<file path="src/rtl/pwm_duty_top.sv">
// pwm_duty_top: button-adjusted PWM generator behind an 8-bit io_in/io_out pad wrapper
module pwm_duty_top #(
  parameter int PERIOD          = 10,
  parameter int DEBOUNCE_CYCLES = 4,
  parameter int RESET_DUTY      = 5
) (
  input  logic [7:0] io_in,
  output logic [7:0] io_out
);
  localparam int DW = $clog2(PERIOD + 1);
  localparam int CW = $clog2(DEBOUNCE_CYCLES) + 1;
  logic          w_clk;
  logic          w_rst;
  logic [1:0]    w_btn;
  logic          w_unused;
  logic [1:0]    r_s1;
  logic [1:0]    r_s2;
  logic [1:0]    r_db;
  logic [1:0]    r_ev;
  logic [CW-1:0] r_dbc [2];
  logic [DW-1:0] r_duty;
  logic [DW-1:0] r_cnt;
  logic [DW-1:0] r_active;
  logic          r_pwm;
  logic [DW-1:0] w_cnt_nxt;
  logic [DW-1:0] w_act_nxt;
  assign w_clk    = io_in[0];
  assign w_rst    = io_in[3];
  assign w_btn    = io_in[2:1];
  assign w_unused = &{1'b0, io_in[7:4]};
  // Synchronize both buttons, debounce them, and emit a one-cycle pulse on each accepted rising level
  always_ff @(posedge w_clk or posedge w_rst) begin
    if (w_rst) begin
      r_s1 <= '0;
      r_s2 <= '0;
      r_db <= '0;
      r_ev <= '0;
      for (int k = 0; k < 2; k++) r_dbc[k] <= '0;
    end else begin
      r_s1 <= w_btn;
      r_s2 <= r_s1;
      for (int k = 0; k < 2; k++) begin
        if (r_s2[k] != r_db[k]) begin
          if (r_dbc[k] == CW'(DEBOUNCE_CYCLES - 1)) begin
            r_db[k]  <= r_s2[k];
            r_dbc[k] <= '0;
            r_ev[k]  <= r_s2[k];
          end else begin
            r_dbc[k] <= r_dbc[k] + CW'(1);
            r_ev[k]  <= 1'b0;
          end
        end else begin
          r_dbc[k] <= '0;
          r_ev[k]  <= 1'b0;
        end
      end
    end
  end
  // Step the duty by one per press event, saturating at both ends; simultaneous presses cancel
  always_ff @(posedge w_clk or posedge w_rst) begin
    if (w_rst)
      r_duty <= DW'(RESET_DUTY);
    else if (r_ev[0] && !r_ev[1] && r_duty != DW'(PERIOD))
      r_duty <= r_duty + DW'(1);
    else if (r_ev[1] && !r_ev[0] && r_duty != '0)
      r_duty <= r_duty - DW'(1);
  end
  // Next counter value; the shadow duty is only refreshed when a new period starts
  always_comb begin
    w_cnt_nxt = (r_cnt == DW'(PERIOD - 1)) ? '0 : r_cnt + DW'(1);
    w_act_nxt = (w_cnt_nxt == '0) ? r_duty : r_active;
  end
  // Period counter, shadow duty and registered PWM level, kept so that r_pwm == (r_cnt < r_active)
  always_ff @(posedge w_clk or posedge w_rst) begin
    if (w_rst) begin
      r_cnt    <= '0;
      r_active <= DW'(RESET_DUTY);
      r_pwm    <= (RESET_DUTY > 0);
    end else begin
      r_cnt    <= w_cnt_nxt;
      r_active <= w_act_nxt;
      r_pwm    <= w_cnt_nxt < w_act_nxt;
    end
  end
  assign io_out = {2'b00, 4'(r_duty), ~r_pwm, r_pwm};
endmodule

</file>
<file path="config.mk">
export PLATFORM = sky130hd
export DESIGN_NAME = pwm_duty_top
export DESIGN_NICKNAME = d
export VERILOG_FILES = /design/src/rtl/pwm_duty_top.sv
export SDC_FILE = /design/constraint.sdc
export NUM_CORES = 1
export LEC_CHECK = 0
export ABC_AREA = 1
export ABC_CLOCK_PERIOD_IN_PS = 4200
export CORE_MARGIN = 5
export CORE_UTILIZATION = 40
export CTS_CLUSTER_SIZE = 12
export DETAILED_ROUTE_END_ITERATION = 10
export PLACE_DENSITY = 0.59
export SLEW_MARGIN = 25
export SYNTH_ARGS = -nofsm -noshare
export SYNTH_HDL_FRONTEND = slang
export SYNTH_SLANG_ARGS = --single-unit
</file>
<file path="constraint.sdc">
create_clock -name io_in -period 4.2 [get_ports io_in]
set_input_delay 1.26 -clock io_in [delete_from_list [all_inputs] [get_ports io_in]]
set_output_delay 1.26 -clock io_in [all_outputs]
set_load 0.02 [all_outputs]
</file>
* Word-level counts from Yosys, hierarchy flattened
Index checks and enable logic that the tools add are counted.
** Storage, ports and cells
- Output and inout bits :: 8
- Logic and storage cells :: 47
- Register bits after elaboration :: 27
- Input port bits :: 8
** Cells by class
- Reduce and logical (&&, ||, !) cells :: 11
- Bitwise operators :: 1
- Add/subtract/negate cells :: 5
- Equality and inequality tests :: 6
- Muxes and demuxes :: 12
- $lt $le $gt $ge :: 1
** Operators by type and width (number)
- 4-bit 2-to-1 mux :: 4
- 3-bit 2-to-1 mux :: 4
- 4-bit by 1-bit adder with 4-bit output (second input constant) :: 2
- 3-bit by 1-bit adder with 3-bit output (second input constant) :: 2
- 3-bit by 2-bit == test with 1-bit output (second input constant) :: 2
- 4-bit == test (second input constant) :: 1
- 1-bit logical AND :: 4
- 4-bit logical NOT :: 1
- 4-bit < comparator :: 1
- 1-bit 2-to-1 mux :: 4
- 4-bit != test (second input constant) :: 1
- 2-bit AND reduction :: 2
- 4-bit nonzero test :: 1
- 4-bit by 1-bit subtractor with 4-bit output (second input constant) :: 1
- 1-bit logical NOT :: 2
- 1-bit != test :: 2
- 2-bit nonzero test :: 1
- 1-bit NOT :: 1

* Depth between registers and ports, before layout
- Depth after elaboration :: 5
- Depth in mapped cells :: 11
- Gate-level depth less buffers :: 11

* Least setup slack after synthesis
No wires, ideal clock.
- Kind :: register to register
- Start :: register r_duty[0]
- End :: register r_duty[3]
- Required time :: 4.068 ns
- Path buffers :: 0
- Stages on the path, launching flop included :: 10
- Arrival time :: 1.782 ns
- Period minus slack after synthesis :: 1.914 ns
- Setup slack :: 2.286 ns
- Setup time :: 0.132 ns
- Path through :: dfstp_2 > inv_1 > nand4_1 > nand3_1 > ha_1 > a21oi_1 > nand2_1 > nand4_1 > o21ai_0 > xor2_1
** On the way
- Word-level cells in the longest chain between the ends :: 3
- Elaborated cells between the ends (all ways) :: 9
- Classes of those cells :: add/sub: 2; eq/ne: 1; mux: 2; reduce/logical: 4
** Ends and longest elaborated chain
- start, declared :: line 21 : logic [DW-1:0] r_duty;
- start signal, assigned :: line 62 : r_duty <= DW'(RESET_DUTY);
- start signal, assigned :: line 64 : r_duty <= r_duty + DW'(1);
- start signal, assigned :: line 66 : r_duty <= r_duty - DW'(1);
- 4-bit by 1-bit subtractor with 4-bit output (tied with other cells) :: line 66
- 4-bit 2-to-1 mux (tied with other cells) :: line 65 : else if (r_ev[1] && !r_ev[0] && r_duty != '0)
- 4-bit 2-to-1 mux / 2-bit nonzero test (equally long branches)
Several ways; a longest one is shown, not always the timed one. The select of a mux whose other input is x is not followed.
A chain may end at the register's enable or synchronous reset.

* Final worst setup path
- Start :: register r_duty[0]
- End :: output port io_out[2]
** RTL lines
- end, declared :: line 8 : output logic [7:0] io_out
No word-level cell between the ends.

==> key figures <==
Timing
  – Hold Violations, Final: 2
  – Setup TNS Final: 0 ps
  – Max Clk Rate: approximately 360 MHz
  – Clock skew: 8.27 ps
  – RSZ-0062 raised after global routing: false
  – Hold WS: -293 ps
  – Fin crit period: 2790 ps
  – Finish-stage setup viols: 0
  – Fin crit share: 66.5%
  – Pins over their slew limit: 0

Worst setup path
  – Crit Path Class: reg2out
  – Crit path capture type: output pin
  – Critical path required time: approximately 2900 ps
  – Endpoint of the worst-slack reg-to-reg timing path: r_duty[3]$_DFFE_PP0P_
  – CP endpoint: io_out[2]
  – Crit-path slowest cell: clkdlybuf4s50_1
  – Reg-to-reg startpoint: r_duty[0]$_DFFE_PP1P_
  – WP buf/inv: 1
  – CP delay by family, top: buffers and inverters
  – CP Cell Sequence: clkdlybuf4s50_1
  – Peak fanout along the critical path: 5
  – Setup crit start kind: flip-flop
  – CP Depth: 1
  – R2r setup slk: about 2100 ps
  – Crit. Startpoint: r_duty[0]$_DFFE_PP1P_
  – Critical path arrival: 1530 ps
  – Largest stage delay, worst path: ~620 ps
  – R2R depth: 8

Synth
  – Area leader, netlist: dfrtp_1
  – Mapped Area: 1230 um2
  – Distinct cells, synth: 24
  – Commonest cells post-synth: dfrtp_1, nand2_1, inv_1, o21ai_0
  – Async S/R FF share, synth: between 90% and 100%
  – Mean Syn Cell Area: around 10 um2
  – Cell count after synthesis: around 130
  – Warnings, synthesis: 0
  – Yosys reg bits: 27
  – Area contributors post-synth: dfrtp_1, dfstp_2, ha_1
  – Post-synthesis sequential area ratio: 55.6%
  – Share of the synthesized area in the top cell type: between 40% and 50%
  – Top_reg_cell synth: dfrtp_1
  – Post-synth EDFFs: 0

GRT
  – Initial antenna violation count: 0
  – First-pass GRT wire length: roughly 3.8 mm
  – Grt ovf: 0
  – Pin count of the biggest net entering global routing: 17
  – GRT Util Overall: around an eighth
  – Vias in the first global route: ~1100

Clock network
  – Hold_buf cts: 0
  – Post_cts resized: 0
  – Worst skew pair latency: 310 ps
  – Worst-path clk slew: around 130 ps
  – Postcts setup bufs: 0
  – CTS tree: built

Routing
  – Routed WL per cell: between 10 and 15 um
  – DRT Wirelength: 2.04 mm
  – Vias per cell: approximately 4.6
  – Drt initial violations: 21
  – Routed Antenna Nets: 0
  – DRC violations left: 0
  – Initial DRT Pass Iterations: 4
  – Vias: 907

Floorplan
  – Starting Density: 40.9%
  – Boundary Pins: 16
  – Die Area: roughly 4300 um2
  – # rows: 20
  – Core Box Area: approximately 3000 um2
  – Die height: 65.4 um
  – Die Wd: between 60 and 70 um

Power and ir drop
  – P_leak: 0.000726 uW
  – PD cells: between 400 and 500 nW/um2
  – Switching Fraction: approximately 40%
  – Comb pwr share: less than 1%
  – Max rail drop VDD: between 0.0002 and 0.0003 V
  – Reg power frac: 42.8%
  – Switching pwr: between 200 and 250 uW
  – Clk pwr share: between 50% and 60%
  – Cell-internal power: about 370 uW

Layout
  – Diode count: 0
  – Share of layout cells above drive strength 1: between 10% and 20%
  – Area delta synth->final: 19.5%
  – Non-Filler Cell Area, Final: about 1500 um2
  – Seq. cell area: 682 um2
  – Nets: ~180
  – Footprint of the multi-input gates: between 400 and 500 um2
  – Layout Cells excl Fill: 196
  – Filler Cells Inserted: about 300

Placed design
  – GP Congestion: approximately 0.8
  – Post-DP HPWL: ~1.4 mm
  – Port Buffer Count: 6
  – Placed cells: between 150 and 200
  – Post-DP Area: 1310 um2

Hold path
  – Hold Path Stages: 0
  – Type of the most critical hold path: clk2reg

Status
  – Status: complete, but fails checks
  – Violated checks: negative hold slack

Flow run
  – Max cap viols: 0
-- placed cells by master (no fill, tap or decap), types with 2 or more instances in the layout --
cell type	n
a21oi_1	3
clkbuf_4	6
clkdlybuf4s50_1	6
conb_1	2
dfrtp_1	22
dfstp_2	5
ha_1	7
inv_1	47
nand2_1	22
nand3_1	6
nand4_1	3
nor2_1	7
nor3_1	2
nor3b_1	2
o21ai_0	8
xnor2_1	2
xor2_1	3
-- worst min path at each step --
stage	from	end	slack (ps)
2_1_floorplan	io_in[1]	r_s1[0]$_DFF_PP0_	30
3_3_place_gp	io_in[1]	r_s1[0]$_DFF_PP0_	30
3_5_place_dp	io_in[1]	r_s1[0]$_DFF_PP0_	30
4_1_cts	io_in[1]	r_s1[0]$_DFF_PP0_	-310
5_1_grt	io_in[1]	r_s1[0]$_DFF_PP0_	-340
6_report	io_in[2]	r_s1[1]$_DFF_PP0_	-290
-- kinds of logic after synthesis --
kind of cell	after synthesis	synth area share [%]
AOI/OAI and AO/OA	14	6.42
xor gates and xnor gates	5	3.57
adders and majority gates	8	8.77
buffers and inverters	25	8.56
DFF	27	55.6
other	1	0.306
and+or+nand+nor	45	16.8
-- metrics by stage --
stage	worst slack [ps]	power [uW]	utilization [%]	hold WS, ps
3_5_place_dp	1560	350	43.6	31.4
6_report	1410	620	48.8	-293
3_3_place_gp	1560	350	43.6	31.4
2_1_floorplan	1560	351	-	31.4
4_1_cts	1380	649	48.8	-309
5_1_grt	1330	701	48.8	-339
-- registers in the layout (all words and copies together), names as in the netlist --
signal	count
r_dbc	6
r_ev	2
r_db	2
r_active	4
r_s2	2
r_s1	2
r_pwm	1
r_duty	4
r_cnt	4
-- layer usage --
| layer | up-vias | wire, um | global-route usage, % |
|---|---|---|---|
| li1 | 463 | - | - |
| met1 | 423 | 887 | 11.6 |
| met2 | 17 | 989 | 14.8 |
| met3 | 4 | 134 | 10.6 |
| met4 | 0 | 27 | 12.4 |
| met5 | - | 0 | 0 |
-- power by group through the flow --
stage	Clock [uW]	Sequential [uW]	Combinational, uW
6_report	353	266	1.60
5_1_grt	433	266	1.67
2_1_floorplan	76.3	272	2.98
3_5_place_dp	76.3	272	1.54
4_1_cts	381	266	1.54
3_3_place_gp	76.3	272	1.54
-- area by class of cell --
cell class,instances,area share (%)
Clock buffer,6,3.07
Clock inverter,29,7.85
Inverter,21,5.38
Multi-Input combinational cell,74,30.3
Sequential cell,27,46.5
Tap cell,33,2.82
Timing Repair Buffer,6,4.10
Note: power is estimated with default switching activity, not from simulation.
